==> src/rtl/float_multiplier_param.sv <==
// float_multiplier_param: parameterised IEEE-style multiplier, 5-state FSM.
// Round-to-nearest-even, subnormal inputs flushed to zero.
module float_multiplier_param #(
  parameter int EXP_W    = 8,
  parameter int MAN_W    = 7,
  parameter bit SATURATE = 1'b1
) (
  input  logic                 clock,
  input  logic                 reset,
  input  logic                 in_valid,
  output logic                 in_ready,
  input  logic [EXP_W+MAN_W:0] a,
  input  logic [EXP_W+MAN_W:0] b,
  output logic                 out_valid,
  input  logic                 out_ready,
  output logic [EXP_W+MAN_W:0] y,
  output logic [3:0]           flags
);
  localparam int W    = 1 + EXP_W + MAN_W;
  localparam int PW   = 2 * MAN_W + 2;
  localparam int EW   = EXP_W + 2;
  localparam int BIAS = (1 << (EXP_W - 1)) - 1;
  localparam int EMAX = (1 << EXP_W) - 1;

  typedef enum logic [2:0] {
    IDLE, MUL, NORM, ROUND, DONE
  } state_t;

  state_t          r_state;
  logic [W-1:0]    r_a;
  logic [W-1:0]    r_b;
  logic [W-1:0]    r_y;
  logic [W-1:0]    r_spec_y;
  logic [3:0]      r_spec_f;
  logic [3:0]      r_flags;
  logic            r_spec;
  logic            r_sign;
  logic            r_out_valid;
  logic [PW-1:0]   r_p;
  logic [EW-1:0]   r_e;

  logic [EXP_W-1:0] w_a_e;
  logic [EXP_W-1:0] w_b_e;
  logic [MAN_W-1:0] w_a_m;
  logic [MAN_W-1:0] w_b_m;
  logic             w_a_zero, w_b_zero;
  logic             w_a_inf, w_b_inf;
  logic             w_a_nan, w_b_nan;
  logic             w_sign;
  logic [PW-1:0]    w_prod;
  logic [EW-1:0]    w_exp_sum;
  logic             w_spec;
  logic [W-1:0]     w_spec_y;
  logic [3:0]       w_spec_f;

  assign w_a_e  = r_a[W-2 -: EXP_W];
  assign w_b_e  = r_b[W-2 -: EXP_W];
  assign w_a_m  = r_a[MAN_W-1:0];
  assign w_b_m  = r_b[MAN_W-1:0];
  assign w_sign = r_a[W-1] ^ r_b[W-1];

  assign w_a_zero = (w_a_e == '0);
  assign w_b_zero = (w_b_e == '0);
  assign w_a_inf  = (&w_a_e) && !(|w_a_m);
  assign w_b_inf  = (&w_b_e) && !(|w_b_m);
  assign w_a_nan  = (&w_a_e) && (|w_a_m);
  assign w_b_nan  = (&w_b_e) && (|w_b_m);

  assign w_prod = PW'({1'b1, w_a_m}) * PW'({1'b1, w_b_m});
  assign w_exp_sum = EW'(w_a_e) + EW'(w_b_e) - EW'(BIAS);

  // Special operands bypass the datapath; priority NaN > Inf > zero.
  always_comb begin
    w_spec   = 1'b0;
    w_spec_y = '0;
    w_spec_f = '0;
    if (w_a_nan || w_b_nan || (w_a_inf && w_b_zero)
        || (w_b_inf && w_a_zero)) begin
      w_spec   = 1'b1;
      w_spec_y = {1'b0, {EXP_W{1'b1}}, 1'b1, {(MAN_W-1){1'b0}}};
      w_spec_f = 4'b1000;
    end else if (w_a_inf || w_b_inf) begin
      w_spec   = 1'b1;
      w_spec_y = {w_sign, {EXP_W{1'b1}}, {MAN_W{1'b0}}};
    end else if (w_a_zero || w_b_zero) begin
      w_spec   = 1'b1;
      w_spec_y = {w_sign, {(W-1){1'b0}}};
    end
  end

  logic [MAN_W:0]   w_mant;
  logic             w_guard, w_sticky, w_up, w_carry;
  logic [MAN_W+1:0] w_rnd;
  logic [MAN_W-1:0] w_man_fin;
  logic [EW-1:0]    w_e_fin;
  logic             w_ovf, w_unf, w_inx;
  logic [W-1:0]     w_res_y;
  logic [3:0]       w_res_f;

  assign w_mant    = r_p[PW-1 -: MAN_W+1];
  assign w_guard   = r_p[MAN_W];
  assign w_sticky  = |r_p[MAN_W-1:0];
  assign w_up      = w_guard && (w_sticky || r_p[MAN_W+1]);
  assign w_rnd     = {1'b0, w_mant} + (MAN_W+2)'(w_up);
  assign w_carry   = w_rnd[MAN_W+1];
  assign w_man_fin = w_carry ? w_rnd[MAN_W:1] : w_rnd[MAN_W-1:0];
  assign w_e_fin   = r_e + EW'(w_carry);
  assign w_ovf     = !w_e_fin[EW-1] && (w_e_fin >= EW'(EMAX));
  assign w_unf     = w_e_fin[EW-1] || (w_e_fin == '0);
  assign w_inx     = w_guard || w_sticky;

  always_comb begin
    w_res_y = {r_sign, w_e_fin[EXP_W-1:0], w_man_fin};
    w_res_f = {3'b000, w_inx};
    if (r_spec) begin
      w_res_y = r_spec_y;
      w_res_f = r_spec_f;
    end else if (w_ovf) begin
      w_res_f = 4'b0101;
      if (SATURATE)
        w_res_y = {r_sign, {(EXP_W-1){1'b1}}, 1'b0, {MAN_W{1'b1}}};
      else
        w_res_y = {r_sign, {EXP_W{1'b1}}, {MAN_W{1'b0}}};
    end else if (w_unf) begin
      w_res_f = 4'b0011;
      w_res_y = {r_sign, {(W-1){1'b0}}};
    end
  end

  always_ff @(posedge clock or posedge reset) begin
    if (reset) begin
      r_state     <= IDLE;
      r_a         <= '0;
      r_b         <= '0;
      r_y         <= '0;
      r_flags     <= '0;
      r_spec      <= 1'b0;
      r_spec_y    <= '0;
      r_spec_f    <= '0;
      r_sign      <= 1'b0;
      r_out_valid <= 1'b0;
      r_p         <= '0;
      r_e         <= '0;
    end else begin
      unique case (r_state)
        IDLE: if (in_valid) begin
          r_a     <= a;
          r_b     <= b;
          r_state <= MUL;
        end
        MUL: begin
          r_sign   <= w_sign;
          r_p      <= w_prod;
          r_e      <= w_exp_sum;
          r_spec   <= w_spec;
          r_spec_y <= w_spec_y;
          r_spec_f <= w_spec_f;
          r_state  <= NORM;
        end
        NORM: begin
          if (r_p[PW-1]) r_e <= r_e + EW'(1);
          else           r_p <= {r_p[PW-2:0], 1'b0};
          r_state <= ROUND;
        end
        ROUND: begin
          r_y         <= w_res_y;
          r_flags     <= w_res_f;
          r_out_valid <= 1'b1;
          r_state     <= DONE;
        end
        DONE: if (out_ready) begin
          r_out_valid <= 1'b0;
          r_flags     <= '0;
          r_state     <= IDLE;
        end
        default: r_state <= IDLE;
      endcase
    end
  end

  assign in_ready  = (r_state == IDLE) && !reset;
  assign out_valid = r_out_valid;
  assign y         = r_y;
  assign flags     = r_flags;
endmodule

==> config.mk <==
export PLATFORM = sky130hd
export DESIGN_NAME = float_multiplier_param
export DESIGN_NICKNAME = d
export VERILOG_FILES = /design/src/rtl/float_multiplier_param.sv
export SDC_FILE = /design/constraint.sdc
export NUM_CORES = 1
export LEC_CHECK = 0
export CAP_MARGIN = 20
export CORE_MARGIN = 2
export CORE_UTILIZATION = 30
export CTS_CLUSTER_SIZE = 30
export DETAILED_ROUTE_END_ITERATION = 12
export PLACE_DENSITY_LB_ADDON = 0.15
export SKIP_CTS_REPAIR_TIMING = 1
export SYNTH_ARGS = -nofsm -noshare
export SYNTH_HDL_FRONTEND = slang
export SYNTH_SLANG_ARGS = --single-unit
==> constraint.sdc <==
create_clock -name clock -period 4.4 [get_ports clock]
set_input_delay 1.1 -clock clock [delete_from_list [all_inputs] [get_ports clock]]
set_output_delay 1.1 -clock clock [all_outputs]
set_load 0.02 [all_outputs]
==> results.py, run 1 <==
metrics = {
    "status": {
        "status": "completed",
    },
    "synthesis": {
        "synth_top_area_share_pct": 32.6,
        "synth_area_leaders": "dfrtp_1 33%, fa_1 11%, ha_1 10%, nand2_1 4.9%, inv_1 4.3%",
        "async_flop_share_pct": 100,
        "ys_seq_area_share_pct": 32.6,
        "synth_commonest_cells": "87 x dfrtp_1, 87 x nand2_1, 77 x inv_1, 56 x o21ai_0, 54 x ha_1",
        "synth_top_area_cell": "dfrtp_1",
        "synth_ff_type": "dfrtp_1",
        "synth_fp_nets": 836,
        "postSynthCellCount": 709,
        "ys_ff_latch": 87,
        "synth_cell_types": 61,
        "syn_area_sq_um": 6680,
        "synth-edff-count": 0,
        "synth.avg_cell_area_sq_um": 9.42,
        "synth_warnings": 0,
    },
    "floorplanning": {
        "coreArea_sq_um": 21800,
        "die_w_um": 153,
        "ios": 58,
        "num_rows": 54,
        "die_y_um": 153,
        "die_area_sq_um": 23500,
        "start_util_pct": 30.6,
    },
    "sta": {
        "maxSlewHeadroom_pct": 48.7,
        "fin_crit_ns": 4.19,
        "setup_ws_ns": 0.208,
        "fin_hold_ws_ns": 0.479,
        "grt_setup_unrepaired": "false",
        "hold_viol_final": 0,
        "fin_tns_setup_ns": 0,
        "slew_violations": 0,
        "max_freq_mhz": 239,
        "skew_ns": 0.0110,
        "finalSetupViolations": 0,
        "tightestPinTransition_ns": 0.766,
        "period_share_pct": 95.3,
    },
    "setup_path": {
        "crit_arrival_ns": 4.41,
        "path_class": "reg -> reg",
        "crit_required_ns": 4.62,
        "start_kind": "flop",
        "critPathMaxFanout": 7,
        "endpoint_kind": "flop",
    },
    "drt": {
        "vias_per_cell": 4.85,
        "first_pass_iters": 5,
        "vias": 5124,
        "routed_wl_um": 15600,
        "first_iter_violations": 229,
        "wl_per_cell_um": 14.8,
        "drc": 0,
        "ant_nets": 0,
    },
    "final_layout": {
        "seqCellArea_sq_um": 2180,
        "drive_gt1_share_pct": 10.2,
        "multiInputGateArea_sq_um": 4090,
        "design_area_sq_um": 7970,
        "fillers": 2220,
        "fin_nets": 898,
        "synthToLayoutAreaGrowth_pct": 19.3,
        "diodes": 0,
    },
    "cts": {
        "root_buffer": "clkbuf_16",
        "path_clk_slew_ns": 0.06,
        "h-tree-depth": 3,
        "clockBufferDepth": 2,
        "clk_latency_ns": 0.35,
        "cts_tree": "built",
        "clkSinkCount": 87,
        "cts_buffers": 9,
    },
    "run": {
        "drv_cap": 0,
    },
    "place": {
        "post-place-ws_ns": 0.0719,
        "io_buffers": 57,
        "dpl-instance-area_sq_um": 7600,
        "dpl.hpwl_um": 12500,
        "gp_congestion": 0.821,
    },
    "global_routing": {
        "grt_first_pass_wirelength_um": 26800,
        "track_usage_pct": 13.9,
        "antenna_found_initial": 0,
        "grt_pass1_vias": 5208,
        "grt_max_degree": 56,
        "grt_overflow_total": 0,
    },
    "min_path": {
        "hold_class": "reg -> reg",
    },
}
## cell type report
cell class | count | area share (%)
multi-input combinational | 517 | 51.2
sequential | 87 | 27.3
timing repair buffer | 79 | 9.48
tap | 280 | 4.39
inverter | 77 | 3.64
clock buffer | 11 | 2.92
clock inverter | 5 | 1.04
## final timing paths
path                                           from                        to  slack (ns)  depth (start not counted)
min reg2reg                r_spec_y[14]$_DFFE_PP0P_  r_spec_y[14]$_DFFE_PP0P_        0.48                          2
max                              r_a[1]$_DFFE_PP0P_       r_p[14]$_DFFE_PP0P_        0.21                         17
min in group asynchronous                     reset    r_state[1]$_DFFE_PP0P_        0.99                          2
max reg2reg                      r_a[1]$_DFFE_PP0P_       r_p[14]$_DFFE_PP0P_        0.21                         17
min                        r_spec_y[14]$_DFFE_PP0P_  r_spec_y[14]$_DFFE_PP0P_        0.48                          2
max in group asynchronous                     reset    r_state[0]$_DFFE_PP0P_        2.72                          4
## per-stage QoR
stage / cells / utilization [%]
after floorplan: 709 / -
after global placement: 1039 / 34.8
after detailed placement: 1039 / 34.8
after CTS: 1055 / 36.3
after global routing: 1056 / 36.5
final: 1056 / 36.5
## cells by family (layout without fill, tap and decap cells)
logic type,count (synthesis),after routing,synth area share [%]
simple gates,211,211,15.7
compound gates,163,163,15.9
buf+inv,105,172,6.89
fa+ha+maj,91,91,21.2
flops,87,87,32.6
xor+xnor,27,27,3.54
mux,25,25,4.16
## per-layer routing
layer  up-vias  wire, um  track usage [%]
li1       2573         -                -
met2       107      6810             21.2
met3        15       637             2.50
met1      2429      7920             20.4
met4         0       227             3.79
met5         -         0                0
## layout by cell type (no fill, tap or decap), types with 21 or more instances in the layout
cell type / Yosys / routed
a21oi_1: 30 / 30
and2_1: 35 / 35
buf_4: 1 / 21
clkdlybuf4s50_1: 0 / 57
dfrtp_1: 87 / 87
fa_1: 37 / 36
ha_1: 54 / 53
inv_1: 77 / 76
mux2_2: 22 / 22
nand2_1: 87 / 87
nor2_1: 26 / 26
o21ai_0: 56 / 51
## critical path, stage by stage (launching register included)
cell and delay (ns):
dfrtp_1 0.43, inv_1 0.09, nor2_1 0.06, fa_1 0.49
inv_1 0.05, fa_1 0.53, inv_1 0.05, fa_1 0.52
inv_1 0.05, fa_1 0.52, inv_1 0.04, ha_1 0.33
o21a_1 0.21, o21ai_2 0.15, o21bai_1 0.12, a31oi_1 0.20
xor2_1 0.16, o21ai_1 0.07
## flip-flops by register name, indices dropped and copies added (netlist names)
name and cells:
r_p 16, r_spec_y 3, r_a 16, out_valid 1, r_spec 1, flags 4
r_sign 1, r_b 16, r_e 10, r_state 3, y 16
Power of run 1 is left out: the tool's default activity adds up to more than one toggle a clock period on the data nets, which glitch-free logic cannot reach.
==> run 2, diff against run 1 <==
--- a/config.mk
+++ b/config.mk
@@ -12,6 +12,7 @@
 export DETAILED_ROUTE_END_ITERATION = 12
 export PLACE_DENSITY_LB_ADDON = 0.15
 export SKIP_CTS_REPAIR_TIMING = 1
+export SKIP_LAST_GASP = 1
 export SYNTH_ARGS = -nofsm -noshare
 export SYNTH_HDL_FRONTEND = slang
 export SYNTH_SLANG_ARGS = --single-unit
==> results of run 2 <==
The final DEF is identical to that of run 1; final timing and power are the same.
Power of run 2 is left out for the same reason.
